[src/rtl/string_tx.sv]
// string_tx: DEPTH-slot nibble FIFO feeding an MSB-first serialiser, BIT_DIV clocks per bit.
// Optional feature macro STRING_TX_PARITY_EN appends an even-parity bit after each nibble.
module string_tx #(
   parameter int unsigned DEPTH   = 4,
   parameter int unsigned BIT_DIV = 4
) (
   input  logic       clk,
   input  logic       rst_n,
   input  logic [3:0] din,
   input  logic       load,
   input  logic       start,
   input  logic       abort,
   output logic       bit_out,
   output logic       bit_valid,
   output logic       busy,
   output logic       empty,
   output logic       full,
   output logic [6:0] bits_sent,
   output logic       frame_done
);

   localparam int unsigned AW = (DEPTH > 1) ? $clog2(DEPTH) : 1;
`ifdef STRING_TX_PARITY_EN
   localparam int unsigned NB = 5;
`else
   localparam int unsigned NB = 4;
`endif
   localparam logic [7:0]  DivLast = 8'(BIT_DIV - 1);
   localparam logic [2:0]  IdxTop  = 3'(NB - 1);
   localparam logic [AW:0] CntFull = (AW + 1)'(DEPTH);

   typedef enum logic [1:0] {StIdle, StFetch, StShift, StDone} state_e;

   state_e          state_q, state_d;
   logic [3:0]      mem [DEPTH];
   logic [AW-1:0]   wptr_q, rptr_q;
   logic [AW:0]     count_q;
   logic [NB-1:0]   sreg_q;
   logic [NB-1:0]   head_bits;
   logic [2:0]      idx_q;
   logic [7:0]      cnt_q;
   logic [6:0]      bits_q;
   logic            push, pop, start_ok, period_end;

   assign empty     = (count_q == '0);
   assign full      = (count_q == CntFull);
   assign bits_sent = bits_q;

   assign pop        = (state_q == StFetch);
   // A pop in the same cycle frees a slot, so a load into a full FIFO still lands.
   assign push       = load && (!full || pop);
   assign start_ok   = (state_q == StIdle) && start && !empty;
   assign period_end = (state_q == StShift) && (cnt_q == DivLast);

`ifdef STRING_TX_PARITY_EN
   assign head_bits = {mem[rptr_q], ^mem[rptr_q]};
`else
   assign head_bits = mem[rptr_q];
`endif

   always_ff @(posedge clk or negedge rst_n) begin
      if (!rst_n) state_q <= StIdle;
      else        state_q <= state_d;
   end

   always_comb begin
      state_d = state_q;
      if (abort) begin
         state_d = StIdle;
      end else begin
         case (state_q)
            StIdle:  if (start && !empty) state_d = StFetch;
            StFetch: state_d = StShift;
            StShift: if (period_end && idx_q == '0) state_d = empty ? StDone : StFetch;
            StDone:  state_d = StIdle;
            default: state_d = StIdle;
         endcase
      end
   end

   always_comb begin
      busy       = (state_q != StIdle);
      frame_done = (state_q == StDone);
      bit_valid  = (state_q == StShift) && (cnt_q == '0);
      bit_out    = (state_q == StIdle) ? 1'b0 : sreg_q[NB-1];
   end

   always_ff @(posedge clk) begin
      if (push && !abort) mem[wptr_q] <= din;
   end

   always_ff @(posedge clk or negedge rst_n) begin
      if (!rst_n) begin
         wptr_q  <= '0;
         rptr_q  <= '0;
         count_q <= '0;
      end else if (abort) begin
         wptr_q  <= '0;
         rptr_q  <= '0;
         count_q <= '0;
      end else begin
         if (push) wptr_q <= wptr_q + AW'(1);
         if (pop)  rptr_q <= rptr_q + AW'(1);
         case ({push, pop})
            2'b10:   count_q <= count_q + (AW + 1)'(1);
            2'b01:   count_q <= count_q - (AW + 1)'(1);
            default: count_q <= count_q;
         endcase
      end
   end

   // The last bit of a nibble is not shifted out, so bit_out holds through FETCH.
   always_ff @(posedge clk or negedge rst_n) begin
      if (!rst_n) begin
         sreg_q <= '0;
         idx_q  <= '0;
         cnt_q  <= '0;
         bits_q <= '0;
      end else if (abort) begin
         sreg_q <= '0;
         idx_q  <= '0;
         cnt_q  <= '0;
      end else begin
         if (start_ok) begin
            sreg_q <= '0;
            bits_q <= '0;
         end
         if (pop) begin
            sreg_q <= head_bits;
            idx_q  <= IdxTop;
            cnt_q  <= '0;
         end else if (state_q == StShift) begin
            if (cnt_q == DivLast) begin
               cnt_q <= '0;
               if (idx_q != '0) begin
                  idx_q  <= idx_q - 3'd1;
                  sreg_q <= {sreg_q[NB-2:0], 1'b0};
               end
            end else begin
               cnt_q <= cnt_q + 8'd1;
            end
         end
         if (bit_valid && bits_q != 7'h7f) bits_q <= bits_q + 7'd1;
      end
   end

endmodule

[config.mk]
export PLATFORM = sky130hd
export DESIGN_NAME = string_tx
export DESIGN_NICKNAME = d
export VERILOG_FILES = /design/src/rtl/string_tx.sv
export SDC_FILE = /design/constraint.sdc
export NUM_CORES = 1
export LEC_CHECK = 0
export ABC_CLOCK_PERIOD_IN_PS = 5100
export CAP_MARGIN = 0
export CORE_MARGIN = 2
export CORE_UTILIZATION = 62
export CTS_CLUSTER_DIAMETER = 30
export DETAILED_ROUTE_END_ITERATION = 12
export PLACE_DENSITY = 0.89
export SLEW_MARGIN = 20
export SYNTH_ARGS = -nofsm -noshare
export SYNTH_HDL_FRONTEND = slang
export SYNTH_SLANG_ARGS = --single-unit
[constraint.sdc]
create_clock -name clk -period 5.1 [get_ports clk]
set_clock_uncertainty 0.05 [all_clocks]
set_input_delay 1.275 -clock clk [delete_from_list [all_inputs] [get_ports clk]]
set_output_delay 1.275 -clock clk [all_outputs]
set_load 0.01 [all_outputs]
==> run_results.csv <==
group,metric,value,unit
status,status,"completed",
clock_tree,hold_buffers,0,
worst_setup_path,arrival,2320,ps
floorplanning,die_area,0.00465,sq mm
worst_setup_path,cp.required,3770,ps
sta,holdWs,508,ps
pwr,peakVddDrop,0.231,mV
grt,grt-ovfl-total,0,
clock_tree,numClockSinks,47,
finish,fill_cells,284,
grt,grt_pass1_vias,1736,
synthesis,yosysTopAreaCell,"dfrtp_1",
grt,gr-usage-met1,30.9,%
synthesis,yosys.area.top_type_share,30.3,%
worst_setup_path,start_kind,"flip-flop",
floorplanning,io_pins,22,
placement,dp_slack,1830,ps
sta,fin_crit,3640,ps
sta,worst_slack,1460,ps
detailed_routing,viasPerCell,6.10,
floorplanning,start_util,64.4,%
worst_setup_path,cp_top_family,"simple AND/OR/NAND/NOR gates",
detailed_routing,drt_iter0_markers,118,
synthesis,synth_area,0.00256,sq mm
clock_tree,cts.clk_slew.worst_paths,100,ps
synthesis,yosysSeqAreaShare,49.1,%
sta,rsz0062_at_grt,"no",
sta,max_slew_margin,53.3,%
grt,grt_pass1_wl,8260,um
synthesis,ys_ff_latch,47,
detailed_routing,routed_wl,5030,um
sta,fmaxAchievable,275,MHz
min_path,worstHoldPathType,"reg2reg",
worst_setup_path,r2r_cells,6,
clock_tree,root_buffer,"clkbuf_8",
floorplanning,die_h,68.2,um
worst_setup_path,cp_slowest_cell,"nor2b_1",
worst_setup_path,crit_cells,4,
finish,layout-drive-gt1-share,7.36,%
detailed_routing,dr_total_vias,1878,
sta,setup_tns,0,ps
sta,finalCritPeriodShare,71.4,%
min_path,worstHoldStart,"bits_sent[0]",
clock_tree,cts-buffers-inserted,5,
detailed_routing,remaining_drc_errors,0,
synthesis,synthArstFlopShare,66.0,%
finish,final_util,72.9,%
finish,nets,276,
synthesis,synth_ff_type,"dfrtp_1",
grt,busiest_layer,"met2",
synthesis,synthTopCellsByCount,"31 x dfrtp_1, 22 x nor2_1, 16 x edfxtp_1",
sta,final_max_slew_viol_count,0,
sta,tightestPinTransition,699,ps
pwr,p_leak,1.16,nW
grt,antenna_found_initial,0,
placement,port-buffer-count,21,
sta,finalHoldViolations,0,
synthesis,ys_warn_count,0,
worst_setup_path,path_cells,"nor2b_1 > nand2_1 > nor2_1 > clkdlybuf4s50_1",
pwr,powerDensity,298,mW/mm^2
worst_setup_path,cpPeakStageDelay,630,ps
detailed_routing,routedWlPerCell,16.3,um
clock_tree,clock_latency,310,ps
clock_tree,cts_tree,"yes",
clock_tree,clock_path_buffers,2,
sta,report.final.setup_viol,0,
grt,grtUsageTotal,24.5,%
synthesis,synth-edff-count,16,
clock_tree,post_cts_buffers,0,
grt,use_met2,43.1,%
detailed_routing,antenna_left,0,
clock_tree,htreeDepth,2,
worst_setup_path,critPathKind,"reg2out",
synthesis,syn_nets,259,
grt,grt_max_degree,32,
worst_setup_path,path_max_fanout,15,
floorplanning,fp.dieW,68.2,um
synthesis,yosys-top-cells-area,"dfrtp_1 30%, edfxtp_1 19%, ha_1 4.4%",
synthesis,synth_most_common_cell,"dfrtp_1",
placement,globalplace.congestion,0.747,
finish,n_antenna_cell,0,
floorplanning,placementRows,23,
synthesis,ys_types,50,
grt,grtUsageMet3,3.29,%
synthesis,syn_area_per_cell,10.7,sq um
placement,post-dp-hpwl,3510,um
min_path,holdPathStages,1,
worst_setup_path,cp_num_buf_inv,1,
synthesis,syn_inst,240,
flow_run,cap_violations,0,
worst_setup_path,r2r_end,"count_q[1]",
worst_setup_path,r2r_setup_slack,2560,ps
finish,syn2layout_area_growth,13.2,%
worst_setup_path,endpoint_kind,"output pin",
floorplanning,core_area,0.00397,sq mm
clock_tree,post_cts_resized,0,
worst_setup_path,r2r_start,"state_q[0]",
min_path,min_to,"bits_sent[0]",
detailed_routing,firstDrtPassIters,4,
-- how the worst max path moves through the flow --
stage | slack (ps) | endpoint | startpoint
floorplan | 2570 | count_q[1] | load
global placement | 1890 | bit_valid | state_q[1]
detailed placement | 1830 | bit_valid | state_q[1]
CTS | 1490 | bit_valid | state_q[1]
global route | 1300 | bit_valid | state_q[1]
finish | 1460 | bit_valid | state_q[1]
-- per-stage QoR --
| step | area, sq um | std cells | total power [mW] |
|---|---|---|---|
| CTS | 2890 | 308 | 0.863 |
| global placement | 2780 | 300 | 0.575 |
| finish | 2890 | 308 | 0.863 |
| detailed placement | 2780 | 300 | 0.582 |
| floorplan | 2560 | 240 | 0.525 |
| global route | 2890 | 308 | 0.895 |
-- layout make-up --
type,instances,area [sq um],share of cell area (%)
clock buffer,5,68.8,2.38
clock inverter,3,47.5,1.64
inverter,14,52.6,1.82
multi-input combinational,166,1180,40.8
sequential,47,1260,43.4
tap,50,62.6,2.16
timing repair buffer,23,225,7.78
-- layer usage --
layer,part of all wire (%),wire (um)
met1,43,2150
met2,53,2640
met3,3.4,169
met4,1.3,67
met5,0,0
-- sequential cells by signal, summed over array words and instances, names as in the netlist --
name and flops:
mem 16, cnt_q 8, bits_sent 7, sreg_q 4
count_q 3, idx_q 3, rptr_q 2, state_q 2
wptr_q 2
-- cell usage in the layout, fill, tap and decap left out, drive strengths merged, types with 3 or more instances in the layout --
master and instances:
nand4 5, nand2b 3, and4 3, nor3 8, a311oi 4, a31oi 4
dfrtp 31, a211oi 5, o21ai 10, clkbuf 5, inv 15, and3 4
nor2 22, nand3 12, a21oi 10, edfxtp 16, ha 9, clkdlybuf4s50 21
and2 10, nor3b 3, nand2 11, mux2i 5, xor2 5, a2111oi 3
nor2b 4, mux4 4
-- power breakdown --
part | switching (mW) | leakage (nW) | internal [mW]
registers | 0.0243 | 0.571 | 0.412
logic | 0.0744 | 0.526 | 0.0644
clock network | 0.139 | 0.0587 | 0.149
total | 0.238 | 1.16 | 0.625
-- worst register-to-register path, stage by stage (launching register included) --
cell      delay, ps
dfrtp_1         620
nand2b_1        410
nor2_1          270
inv_1            80
fa_1            460
o311a_1         360
nor3_1          200
-- cells by family after synthesis --
logic type / share of synthesized area, %
DFF: 49.1
xor gates and xnor gates: 2.40
and+or+nand+nor: 21.2
buffers and inverters: 4.65
adders and majority gates: 5.19
AOI/OAI and AO/OA: 11.9
muxes: 5.48
Note: power is estimated with default switching activity, not from simulation.
